--- src/rtl/hash_msg_feeder.sv ---
// Transmit-side driver for the DES-S-box hash core input interface.
// Takes a length command plus an upstream byte stream, paces one m_valid pulse
// per byte with GAP_CYCLES idle cycles between pulses, then waits for a rising
// edge on hash_ready to capture the digest (or times out).
module hash_msg_feeder #(
  parameter int unsigned GAP_CYCLES     = 2,
  parameter int unsigned TIMEOUT_CYCLES = 1024
) (
  input  logic        clk,
  input  logic        rst_n,
  input  logic        cmd_valid,
  input  logic [63:0] cmd_len,
  output logic        cmd_ready,
  input  logic        s_valid,
  input  logic [7:0]  s_data,
  output logic        s_ready,
  output logic        m_valid,
  output logic [7:0]  m_message,
  output logic [63:0] m_counter,
  input  logic        hash_ready,
  input  logic [31:0] digest_in,
  output logic [31:0] digest_out,
  output logic        done,
  output logic        timeout_err,
  output logic        busy
);

  typedef enum logic [1:0] {
    IDLE = 2'd0,
    SEND = 2'd1,
    GAP  = 2'd2,
    WAIT = 2'd3
  } state_t;

  localparam logic [3:0]  GAP_LOAD = 4'(GAP_CYCLES);
  // Last WAIT cycle index before the timeout fires.
  localparam logic [15:0] TO_LAST  = 16'(TIMEOUT_CYCLES - 1);
  localparam logic [15:0] TO_MAX   = 16'hFFFF;

  state_t      state_q, state_d;
  logic        m_valid_q, m_valid_d;
  logic [7:0]  m_message_q, m_message_d;
  logic [63:0] m_counter_q, m_counter_d;
  logic [31:0] digest_q, digest_d;
  logic        done_q, done_d;
  logic        timeout_err_q, timeout_err_d;
  logic        hr_q;
  logic [63:0] rem_q, rem_d;
  logic [3:0]  gap_cnt_q, gap_cnt_d;
  logic [15:0] to_cnt_q, to_cnt_d;
  logic        hr_rise;

  // Only a fresh rising edge of hash_ready counts as completion; a level left
  // high from a previous message must not complete the current one.
  assign hr_rise = hash_ready && !hr_q;

  // Next-state and registered-output computation for the feeder FSM.
  always_comb begin
    state_d       = state_q;
    m_valid_d     = 1'b0;
    m_message_d   = m_message_q;
    m_counter_d   = m_counter_q;
    digest_d      = digest_q;
    done_d        = 1'b0;
    timeout_err_d = timeout_err_q;
    rem_d         = rem_q;
    gap_cnt_d     = gap_cnt_q;
    to_cnt_d      = to_cnt_q;
    case (state_q)
      IDLE: begin
        if (cmd_valid) begin
          m_counter_d   = cmd_len;
          rem_d         = cmd_len;
          timeout_err_d = 1'b0;
          to_cnt_d      = 16'd0;
          if (cmd_len == 64'd0) begin
            // Empty message: the core still needs one pulse to start.
            m_valid_d   = 1'b1;
            m_message_d = 8'h00;
            state_d     = WAIT;
          end else begin
            state_d = SEND;
          end
        end
      end
      SEND: begin
        if (s_valid) begin
          m_valid_d   = 1'b1;
          m_message_d = s_data;
          rem_d       = rem_q - 64'd1;
          gap_cnt_d   = GAP_LOAD;
          if (rem_q == 64'd1) begin
            to_cnt_d = 16'd0;
            state_d  = WAIT;
          end else begin
            state_d = GAP;
          end
        end
      end
      GAP: begin
        if (gap_cnt_q <= 4'd1) begin
          state_d = SEND;
        end else begin
          gap_cnt_d = gap_cnt_q - 4'd1;
        end
      end
      WAIT: begin
        // Edge wins over an expiring count in the same cycle.
        if (hr_rise) begin
          digest_d = digest_in;
          done_d   = 1'b1;
          state_d  = IDLE;
        end else if (to_cnt_q >= TO_LAST) begin
          done_d        = 1'b1;
          timeout_err_d = 1'b1;
          state_d       = IDLE;
        end else if (to_cnt_q != TO_MAX) begin
          to_cnt_d = to_cnt_q + 16'd1;
        end
      end
      default: state_d = IDLE;
    endcase
  end

  // Control state and core-facing outputs, cleared by synchronous reset.
  always_ff @(posedge clk) begin
    if (!rst_n) begin
      state_q       <= IDLE;
      m_valid_q     <= 1'b0;
      m_message_q   <= 8'h00;
      m_counter_q   <= 64'd0;
      digest_q      <= 32'd0;
      done_q        <= 1'b0;
      timeout_err_q <= 1'b0;
      hr_q          <= 1'b0;
    end else begin
      state_q       <= state_d;
      m_valid_q     <= m_valid_d;
      m_message_q   <= m_message_d;
      m_counter_q   <= m_counter_d;
      digest_q      <= digest_d;
      done_q        <= done_d;
      timeout_err_q <= timeout_err_d;
      hr_q          <= hash_ready;
    end
  end

  // Working counters; always loaded before they are read, so no reset needed.
  always_ff @(posedge clk) begin
    rem_q     <= rem_d;
    gap_cnt_q <= gap_cnt_d;
    to_cnt_q  <= to_cnt_d;
  end

  assign cmd_ready   = (state_q == IDLE);
  assign s_ready     = (state_q == SEND);
  assign busy        = (state_q != IDLE);
  assign m_valid     = m_valid_q;
  assign m_message   = m_message_q;
  assign m_counter   = m_counter_q;
  assign digest_out  = digest_q;
  assign done        = done_q;
  assign timeout_err = timeout_err_q;

endmodule

--- config.mk ---
export PLATFORM = sky130hd
export DESIGN_NAME = hash_msg_feeder
export DESIGN_NICKNAME = d
export VERILOG_FILES = /design/src/rtl/hash_msg_feeder.sv
export SDC_FILE = /design/constraint.sdc
export NUM_CORES = 1
export LEC_CHECK = 0
export ABC_AREA = 1
export CAP_MARGIN = 0
export CORE_MARGIN = 1
export CORE_UTILIZATION = 45
export CTS_CLUSTER_DIAMETER = 60
export DETAILED_ROUTE_END_ITERATION = 6
export PLACE_DENSITY = 0.82
export SYNTH_ARGS = -nofsm -noshare
export SYNTH_HDL_FRONTEND = slang
export SYNTH_SLANG_ARGS = --single-unit
--- constraint.sdc ---
create_clock -name clk -period 6.1 [get_ports clk]
set_input_delay 0.61 -clock clk [delete_from_list [all_inputs] [get_ports clk]]
set_output_delay 0.61 -clock clk [all_outputs]
set_load 0.02 [all_outputs]
### Word level (Yosys, flattened, before mapping)

Index checks and enable logic that the tools add are counted.
W data, S select, Z words.

| word-level totals | value |
|---|---|
| bits in registers | 194 |
| output and inout bits | 110 |
| logic and storage cells | 85 |

| cells by class | value |
|---|---|
| equality and inequality tests | 16 |
| mux-type cells | 35 |
| $lt $le $gt $ge | 2 |
| add/sub/neg operators | 3 |
| reductions and logical operators | 18 |

Operator list:

| kind | count |
|---|---|
| $mux W64 | 2 |
| $pmux W64 S2 | 1 |
| $mux W16 | 6 |
| $eq A64 B1 Y1 const B | 1 |
| $logic_not A64 Y1 | 1 |
| $sub A64 B1 Y64 const B | 1 |
| $pmux W16 S3 | 1 |
| $mux W8 | 3 |
| $add A16 B1 Y16 const B | 1 |
| $ge A16 B10 Y1 const B | 1 |
| $ne A16 B16 Y1 const B | 1 |
| $ne A2 B2 Y1 const B | 8 |
| $pmux W8 S2 | 1 |
| $mux W2 | 6 |
| $reduce_and A4 Y1 | 3 |
| $mux W1 | 9 |
| $mux W4 | 2 |
| $pmux W2 S4 | 1 |
| $pmux W4 S2 | 1 |
| $reduce_bool A2 Y1 | 4 |
| $reduce_and A7 Y1 | 1 |
| $reduce_and A2 Y1 | 3 |
| $reduce_and A3 Y1 | 2 |
| $eq A2 B2 Y1 const B | 2 |
| 10 further kinds | 12 |

### Depth between registers and ports, before layout

Gate-level depths: netlist of the first run.

| depth | value |
|---|---|
| word-level depth | 5 |
| gate-level depth with buffers | 12 |
| mapped depth without buffers | 12 |

### Worst setup path before layout of the first run

OpenSTA, ideal clock, no wires.

| path | value |
|---|---|
| kind | register to register |
| start | reg rem_q[8] |
| end | reg to_cnt_q[0], enable pin |
| required time | 5691 ps |
| path buffers | 0 |
| cell stages (with the launch flop) | 8 |
| arrival time | 2321 ps |
| setup time | 409 ps |
| setup slack | 3369 ps |
| cells stage by stage | edfxtp_1 > nor2_4 > nand2_2 > nor2_2 > nand4_1 > nor2_1 > a21oi_1 > nor3_1 |

| on the way | value |
|---|---|
| longest elaborated chain between the ends | 3 |

Ends and longest elaborated chain:

| element | RTL line | RTL |
|---|---|---|
| start, declared | 48 | `logic [63:0] rem_q, rem_d;` |
| start signal, assigned | 150 | `rem_q <= rem_d;` |
| $eq A64 B1 Y1 | 92 | `if (rem_q == 64'd1) begin` |
| $ne A2 B1 Y1 (no line) | -- |  |
| $reduce_and A7 Y1 (no line) | -- |  |
| end signal, assigned | 152 | `to_cnt_q <= to_cnt_d;` |
| end, declared | 50 | `logic [15:0] to_cnt_q, to_cnt_d;` |

Every way passes these cells.
A chain may end at the register's enable or synchronous reset.

### Final worst setup path of the first run

| path | value |
|---|---|
| start | in hash_ready |
| end | reg to_cnt_q[4], enable pin |

| on the way | value |
|---|---|
| longest elaborated chain between the ends | 3 |

Ends and longest elaborated chain:

| element | RTL line | RTL |
|---|---|---|
| start, declared | 20 | `input logic hash_ready,` |
| $logic_and A1 B1 Y1 | 55 | `assign hr_rise = hash_ready && !hr_q;` |
| $ne A2 B2 Y1 (no line) | -- |  |
| $reduce_and A7 Y1 (no line) | -- |  |

Every way passes these cells.

==> results of run 1 <==
## per-stage QoR
| step | cells | power (uW) | cell area [um2] | utilization, % |
|---|---|---|---|---|
| floorplan | 1312 | 3712 | 9829 | - |
| global placement | 1761 | 4472 | 12210 | 57.52 |
| detailed placement | 1761 | 4546 | 12210 | 57.52 |
| CTS | 1793 | 5706 | 12810 | 60.36 |
| global route | 1793 | 6050 | 12810 | 60.36 |
| finish | 1793 | 5700 | 12810 | 60.36 |
## synth_stat cells, types with 13 or more instances
cell type	instances	area [um2]
xor2_1	27	236.5
edfxtp_1	84	2522
nand3_1	30	150.1
clkbuf_1	33	123.9
xnor2_1	17	148.9
a21oi_1	22	110.1
inv_1	69	259.0
nand4_1	14	87.58
nand2_1	246	923.4
nor2_1	406	1524
buf_2	14	70.07
o21ai_1	20	100.1
dfxtp_1	110	2202
o21ai_0	127	635.6
nand2_2	13	81.33
## critical path: stages
cell	delay [ps]
clkdlybuf4s50_1	440
inv_1	70
nor2_1	40
inv_1	90
nor2_2	200
inv_1	790
nand3b_1	170
nor3_2	990
## per-layer routing
layer / up-vias / share of wire (%) / GRT usage (%)
li1: 4611 / - / -
met1: 4267 / 43 / 30.10
met2: 359 / 48 / 41.39
met3: 52 / 6.9 / 5.396
met4: 0 / 2.3 / 8.687
met5: - / 0 / 0
## path summary, 6_finish.rpt
kind         depth (start not counted)                 startpoint  slack [ps]                        end
max                                  8                 hash_ready        2730  to_cnt_q[4]$_SDFFCE_PN0P_
min                                  2  m_message[0]$_SDFFE_PN0P_         510  m_message[0]$_SDFFE_PN0P_
max reg2reg                          5    state_q[0]$_SDFFE_PN0P_        2810  to_cnt_q[4]$_SDFFCE_PN0P_
min reg2reg                          2  m_message[0]$_SDFFE_PN0P_         510  m_message[0]$_SDFFE_PN0P_
## registers in the layout (all words and copies together), names as in the netlist
name and flops:
digest_out 32, done 1, gap_cnt_q 4, hr_q 1, m_counter 64, m_message 8
m_valid 1, rem_q 64, state_q 2, timeout_err 1, to_cnt_q 16
## power by group through the flow
stage,Sequential [uW],Combinational [uW],Clock (uW)
3_5_place_dp,2330,2210,0
5_1_grt,2380,2470,1200
4_1_cts,2320,2230,1150
3_3_place_gp,2320,2150,0
2_1_floorplan,2470,1240,0
6_report,2320,2230,1140
## logic make-up (layout without fill, tap and decap cells)
group | after synthesis | after routing
flops | 194 | 194
compound gates | 191 | 191
fa+ha+maj | 5 | 5
simple gates | 759 | 759
xor+xnor | 44 | 44
buf+inv | 119 | 325
## cell type report
class	count	share of cell area, %
inverter	69	2.022
tap	275	2.686
clock inverter	14	1.280
clock buffer	18	3.429
multi-input combinational	999	36.35
sequential	194	36.89
timing repair buffer	224	17.35
==> results.yml, run 1 <==
synth:
  synthCells: 1312
  synth_top_family_by_area: "simple AND/OR/NAND/NOR gates"
  yosys.area_share.simple_pct: 32.46
  synth_xor_area_share_pct: 3.921
  synth_cell_type_count: 35
  ys_async_sr_fraction_pct: 0
  synth.net_count: 1426
  yosys_warnings: 0
  synth_compound_area_share_pct: 10.20
  ys_ff_latch: 194
  synth_area_um2: 9829
  synth_edf_count: 84
  synth_ff_type: "dfxtp_1"
  synthAdderAreaFrac_pct: 0.6365
  muxShareOfSynthArea_pct: 0
  yosysSeqAreaShare_pct: 48.07
  syn_area_per_cell_um2: 7.492
route:
  via_per_inst: 5.181
  drt_iter0_drc: 708
  routed_wl_mm: 26.77
  wl_per_cell_um: 14.93
  via_count: 9289
  drc: 0
  dr.pass1.iters: 5
  ant_nets: 0
clock_network:
  cts_buffers: 17
  cts_tree: "done"
  cts_resized: 0
  hold_buffers: 0
  post_cts_buffers: 0
  clock_sinks: 194
  clock_latency_ps: 450
  clk_pin_slew_ps: 80
  cts_buffer_depth: 2
  cts.htree.levels: 4
  cts_root_buffer: "clkbuf_16"
run_status:
  outcome: "finished, final reports clean"
pwr:
  power_frac_comb_pct: 39.2
  p_switching_uw: 2346
  power_frac_seq_pct: 40.8
  powerDensity_nw_per_um2: 445.0
  sw_frac_of_total_pct: 41.16
  p_clk_share_pct: 20.1
  vdd_drop_max_mv: 0.2759
  internal-power_uw: 3354
  leakagePower_uw: 0.005097
place:
  pre_cts_ws_ps: 2251
  hpwl_mm: 19.10
  finalWeightedCongestion: 0.9192
  numPortBuffers: 218
layout:
  regArea_um2: 4725
  nFillCells: 1847
  syn_to_final_growth_pct: 30.31
  nets: 1619
  most-common-layout-cells: "nor2_1, nand2_1, clkdlybuf4s50_1"
  final_common_cell: "nor2_1"
  multiInputGateArea_um2: 4656
  drive_gt1_share_pct: 5.863
  antenna_cells: 0
worst_setup_path:
  setup.worst_path.end_class: "flop"
  path_max_fanout: 33
  required_ps: 6160
  worstSetupPathType: "input port to flop"
  crit_arrival_ps: 3420
  critPathLaunchType: "input port"
timing:
  rsz0062_at_grt: "false"
  tns_ps: 0
  finClkSkew_ps: 13.25
  fmax_ghz: 0.2970
  max_slew_margin_pct: 18.49
  holdWs_ps: 505.3
  worst_slack_ps: 2733
  setup_violations: 0
  hold_viol: 0
  period_minus_slack_ps: 3367
  maxSlewViolCount: 0
  worstMarginPinSlew_ps: 1216
  period_share_pct: 55.20
global_routing:
  grt_pass1_vias: 9057
  grt_overflow: 0
  grt_use_total_pct: 24.31
  antenna_found_initial: 0
  grt_pass1_wl_mm: 43.27
  grt_max_degree: 109
die:
  die_h_um: 149.8
  die_area_um2: 22440
  chipWidth_um: 149.8
  start_util_pct: 46.32
  num_io_pins: 219
  row_count: 53
  core-area_um2: 21220
hold_path:
  hold_class: "flop to flop"
job:
  drv_cap: 0
No activity file was read; power rests on OpenSTA's default activity.
==> run 2: changes to the inputs <==
clock period = 3.5 ns   (was 6.1 ns; I/O delays follow)
==> run 2 against run 1 <==
Against the previous run: via count grew 0.12%; routed wire length up 2.6%; critical path type is now flop to flop; highest routed layer unchanged; global-route usage increased by 0.84 points; register-to-register slack got worse by 2000 ps; worst setup slack got worse by 1900 ps; combinational power grew 77%; non-clock buffer count increased by 3; core utilization increased by 0.077 points.
==> results.yml, run 2 (synthesis gave the netlist of run 1 again) <==
place:
  finalWeightedCongestion: 0.9715
  hpwl_mm: 19.63
  numPortBuffers: 218
  pre_cts_ws_ps: 794.4
layout:
  drive_gt1_share_pct: 6.049
  final_util_pct: 60.44
  final_common_cell: "nor2_1"
  nets: 1622
  syn_to_final_growth_pct: 30.47
  most-common-layout-cells: "nor2_1, nand2_1, clkdlybuf4s50_1"
  antenna_cells: 0
hold_path:
  min_from: "hash_ready"
  hold_class: "input port to flop"
clock_network:
  cts.htree.levels: 4
  cts_resized: 0
  hold_buffers: 0
  clk_pin_slew_ps: 80
  cts_tree: "done"
  clock_sinks: 194
  cts_buffer_depth: 2
  post_cts_buffers: 0
  cts_root_buffer: "clkbuf_16"
  cts_buffers: 17
  clock_latency_ps: 450
pwr:
  leakagePower_uw: 0.005111
  p_switching_uw: 4081
  power_frac_comb_pct: 39.9
  p_clk_share_pct: 19.7
  vdd_drop_max_mv: 0.7381
  power_frac_seq_pct: 40.4
  powerDensity_nw_per_um2: 773.0
  internal-power_uw: 5833
  sw_frac_of_total_pct: 41.16
route:
  wl_per_cell_um: 15.29
  drt_iter0_drc: 827
  ant_nets: 0
  drc: 0
  dr.pass1.iters: 7
  via_per_inst: 5.178
  via_count: 9300
  routed_wl_mm: 27.46
timing:
  finClkSkew_ps: 12.99
  max_slew_margin_pct: 18.74
  worst_slack_ps: 792.6
  hold_viol: 0
  period_minus_slack_ps: 2707
  fmax_ghz: 0.3694
  tns_ps: 0
  rsz0062_at_grt: "false"
  setup_violations: 0
  period_share_pct: 77.36
  maxSlewViolCount: 0
  worstMarginPinSlew_ps: 1212
run_status:
  outcome: "finished, final reports clean"
die:
  num_io_pins: 219
  die_h_um: 149.8
  row_count: 53
  chipWidth_um: 149.8
  die_area_um2: 22440
  start_util_pct: 46.32
  core-area_um2: 21220
worst_setup_path:
  required_ps: 3560
  crit_arrival_ps: 2760
  setup.worst_path.end_class: "flop"
  critPathLaunchType: "flop"
  startpoint: "rem_q[8]$_DFFE_PP_"
  path_max_fanout: 16
  rrSetupSlack_ps: 790
  worstSetupPathType: "flop to flop"
  r2r-start: "rem_q[8]$_DFFE_PP_"
global_routing:
  grt_use_total_pct: 25.15
  grt_overflow: 0
  grt_pass1_wl_mm: 44.44
  grt_max_degree: 93
  antenna_found_initial: 0
  grt_pass1_vias: 9050
job:
  drv_cap: 0
==> run 2: area by class of cell <==
cell class	count	area (um2)
multi-input combinational	999	4656
tap	275	344.1
clock inverter	15	158.9
clock buffer	17	425.4
sequential	194	4725
timing repair buffer	227	2257
inverter	69	259.0
fill	1863	8396
==> run 2: through the flow <==
step / cells / instance area [um2] / power, uW / hold WS [ps]
after global routing: 1796 / 12820 / 10560 / 483.3
after floorplan: 1312 / 9829 / 6470 / 443.5
after CTS: 1796 / 12820 / 9941 / 458.2
after global placement: 1764 / 12240 / 7844 / 463.4
after detailed placement: 1764 / 12240 / 7957 / 469.2
final: 1796 / 12820 / 9914 / 470.6
==> run 2: path summary, 6_finish.rpt <==
path	cells past startpoint	end
worst max register to register	7	to_cnt_q[5]$_SDFFCE_PN0P_
worst min-delay path	3	hr_q$_SDFF_PN0_
worst max-delay path	7	to_cnt_q[5]$_SDFFCE_PN0P_
worst min register to register	2	m_message[5]$_SDFFE_PN0P_
==> run 2: power groups by stage <==
stage	Sequential, uW	Combinational, uW	Clock (uW)
after floorplan	4300	2170	0
after global routing	4100	4380	2070
after global placement	3990	3850	0
final	4000	3950	1960
after detailed placement	4040	3920	0
after CTS	3990	3960	1990
==> run 2: layer usage <==
layer / up-vias / wire length (um) / global-route usage, %
met2: 377 / 12610 / 40.49
met5: - / 0 / 0
li1: 4628 / - / -
met1: 4242 / 11970 / 32.19
met4: 0 / 739 / 9.495
met3: 53 / 2135 / 6.707
==> run 2: critical path, cell delays in order, from the launching register on <==
cell      delay (ps)
edfxtp_1         500
nor2_4           190
nand2_2           90
nor2_2           240
nand4_1          110
nor2_1           130
a21oi_1          120
nor3_2           930
==> run 3: changes to the inputs <==
PLACE_DENSITY = 0.84   (was 0.82)
clock period = 2.4 ns   (was 3.5 ns; I/O delays follow)
==> run 3 against run 2 <==
Against the previous run: final area is 0.38% higher; largest cell class unchanged; sequential cell count unchanged; first-iteration DRC count shrank 21%; core utilization increased by 0.23 points; non-clock buffer count increased by 8; count of clock-buffer cells in the layout up 1; combinational power rose by 48%; critical endpoint is now s_ready; clock skew decreased by 0.70 ps; clock power is 39% higher; global-route usage is 0.48 points lower.
==> results.yml, run 3 (synthesis gave the netlist of run 1 again) <==
clock_network:
  hold_buffers: 0
  cts_buffers: 17
  post_cts_buffers: 0
  cts_root_buffer: "clkbuf_16"
  clock_latency_ps: 440
  cts_buffer_depth: 2
  cts_resized: 0
  cts_tree: "done"
  clock_sinks: 194
  clk_pin_slew_ps: 70
  cts.htree.levels: 4
route:
  dr.pass1.iters: 5
  via_per_inst: 5.140
  drc: 0
  ant_nets: 0
  via_count: 9273
  wl_per_cell_um: 14.97
  drt_iter0_drc: 657
  routed_wl_mm: 27.01
layout:
  final_util_pct: 60.67
  regArea_um2: 4725
  nFillCells: 1890
  final_common_cell: "nor2_1"
  antenna_cells: 0
  finalNonFillerCells: 1804
  syn_to_final_growth_pct: 30.97
  drive_gt1_share_pct: 6.409
  multiInputGateArea_um2: 4653
  most-common-layout-cells: "nor2_1, nand2_1, clkdlybuf4s50_1"
  nets: 1630
hold_path:
  min_path_cells: 3
  hold_class: "input port to flop"
global_routing:
  grt_overflow: 0
  antenna_found_initial: 0
  grt_max_degree: 66
  grt_pass1_vias: 8966
  grt_pass1_wl_mm: 43.97
  grt_use_total_pct: 24.67
worst_setup_path:
  path_max_fanout: 7
  critPathLaunchType: "flop"
  worstSetupPathType: "flop to output port"
  crit_slowest_cell: "clkdlybuf4s50_1"
  cp_cell_sequence: "inv_1 -> nor2_2 -> buf_4 -> clkdlybuf4s50_1"
  setup.worst_path.end_class: "output port"
  required_ps: 2160
  r2r_cells: 8
  crit_arrival_ps: 1960
  rrSetupSlack_ps: 330
  critPathMaxStageDelay_ps: 640
place:
  finalWeightedCongestion: 0.9765
  pre_cts_ws_ps: 344.3
  place_inst: 1772
  hpwl_mm: 19.83
  numPortBuffers: 218
die:
  num_io_pins: 219
  die_area_um2: 22440
  start_util_pct: 46.32
  row_count: 53
  chipWidth_um: 149.8
  core-area_um2: 21220
  die_h_um: 149.8
timing:
  fmax_ghz: 0.4539
  finClkSkew_ps: 12.29
  maxSlewViolCount: 0
  rsz0062_at_grt: "false"
  max_slew_margin_pct: 52.88
  period_share_pct: 91.80
  period_minus_slack_ps: 2203
  tns_ps: 0
  setup_violations: 0
  worst_slack_ps: 196.7
  worstMarginPinSlew_ps: 706.7
  hold_viol: 0
pwr:
  leakagePower_uw: 0.005149
  design_power_total_uw: 14470
  powerDensity_nw_per_um2: 1124
  vdd_drop_max_mv: 0.6904
job:
  drv_cap: 0
run_status:
  outcome: "finished, final reports clean"
[run 3: changes by cell type in the layout (fill, tap and decap cells not counted), sizes merged]
| cell | previous run | this run |
|---|---|---|
| buf | 10 | 18 |
| clkbuf | 17 | 18 |
| inv | 78 | 77 |
[run 3: routing by layer]
| layer | up-vias | global-route usage (%) | share of wire [%] |
|---|---|---|---|
| met1 | 4240 | 31.17 | 43 |
| met4 | 0 | 7.323 | 1.7 |
| met3 | 34 | 5.945 | 7.3 |
| met2 | 358 | 41.60 | 48 |
| met5 | - | 0 | 0 |
| li1 | 4641 | - | - |
[run 3: power breakdown]
| group | switching [uW] | total [uW] | internal (uW) |
|---|---|---|---|
| clock network | 1360 | 2730 | 1360 |
| registers | 920 | 5920 | 5000 |
| logic | 3630 | 5830 | 2190 |
| total | 5920 | 14500 | 8550 |
[run 3: final cells by class]
type	instances	area share [%]
clock buffer	18	3.334
timing repair buffer	235	18.19
tap	275	2.673
sequential	194	36.70
clock inverter	14	0.9428
multi-input combinational	999	36.15
inverter	69	2.012
[run 3: critical path: cells and delay by family (launching register included)]
kind	cells	cell delay, ps
buffers and inverters	3	930
AND/OR/NAND/NOR	1	180
flip-flops	1	420
[run 3: worst paths after layout]
| check | from | end |
|---|---|---|
| setup / recovery | state_q[0]$_SDFFE_PN0P_ | s_ready |
| hold / removal | rst_n | hr_q$_SDFF_PN0_ |
| setup reg to reg | rem_q[46]$_DFFE_PP_ | to_cnt_q[2]$_SDFFCE_PN0P_ |
| hold reg to reg | m_counter[46]$_SDFFE_PN0P_ | m_counter[46]$_SDFFE_PN0P_ |
[run 3: stage by stage]
| step | hold slack, ps | instance area, um2 |
|---|---|---|
| CTS | 324.7 | 12870 |
| floorplan | 333.5 | 9834 |
| global route | 367.0 | 12870 |
| global placement | 467.7 | 12320 |
| detailed placement | 484.3 | 12320 |
| finish | 325.8 | 12870 |
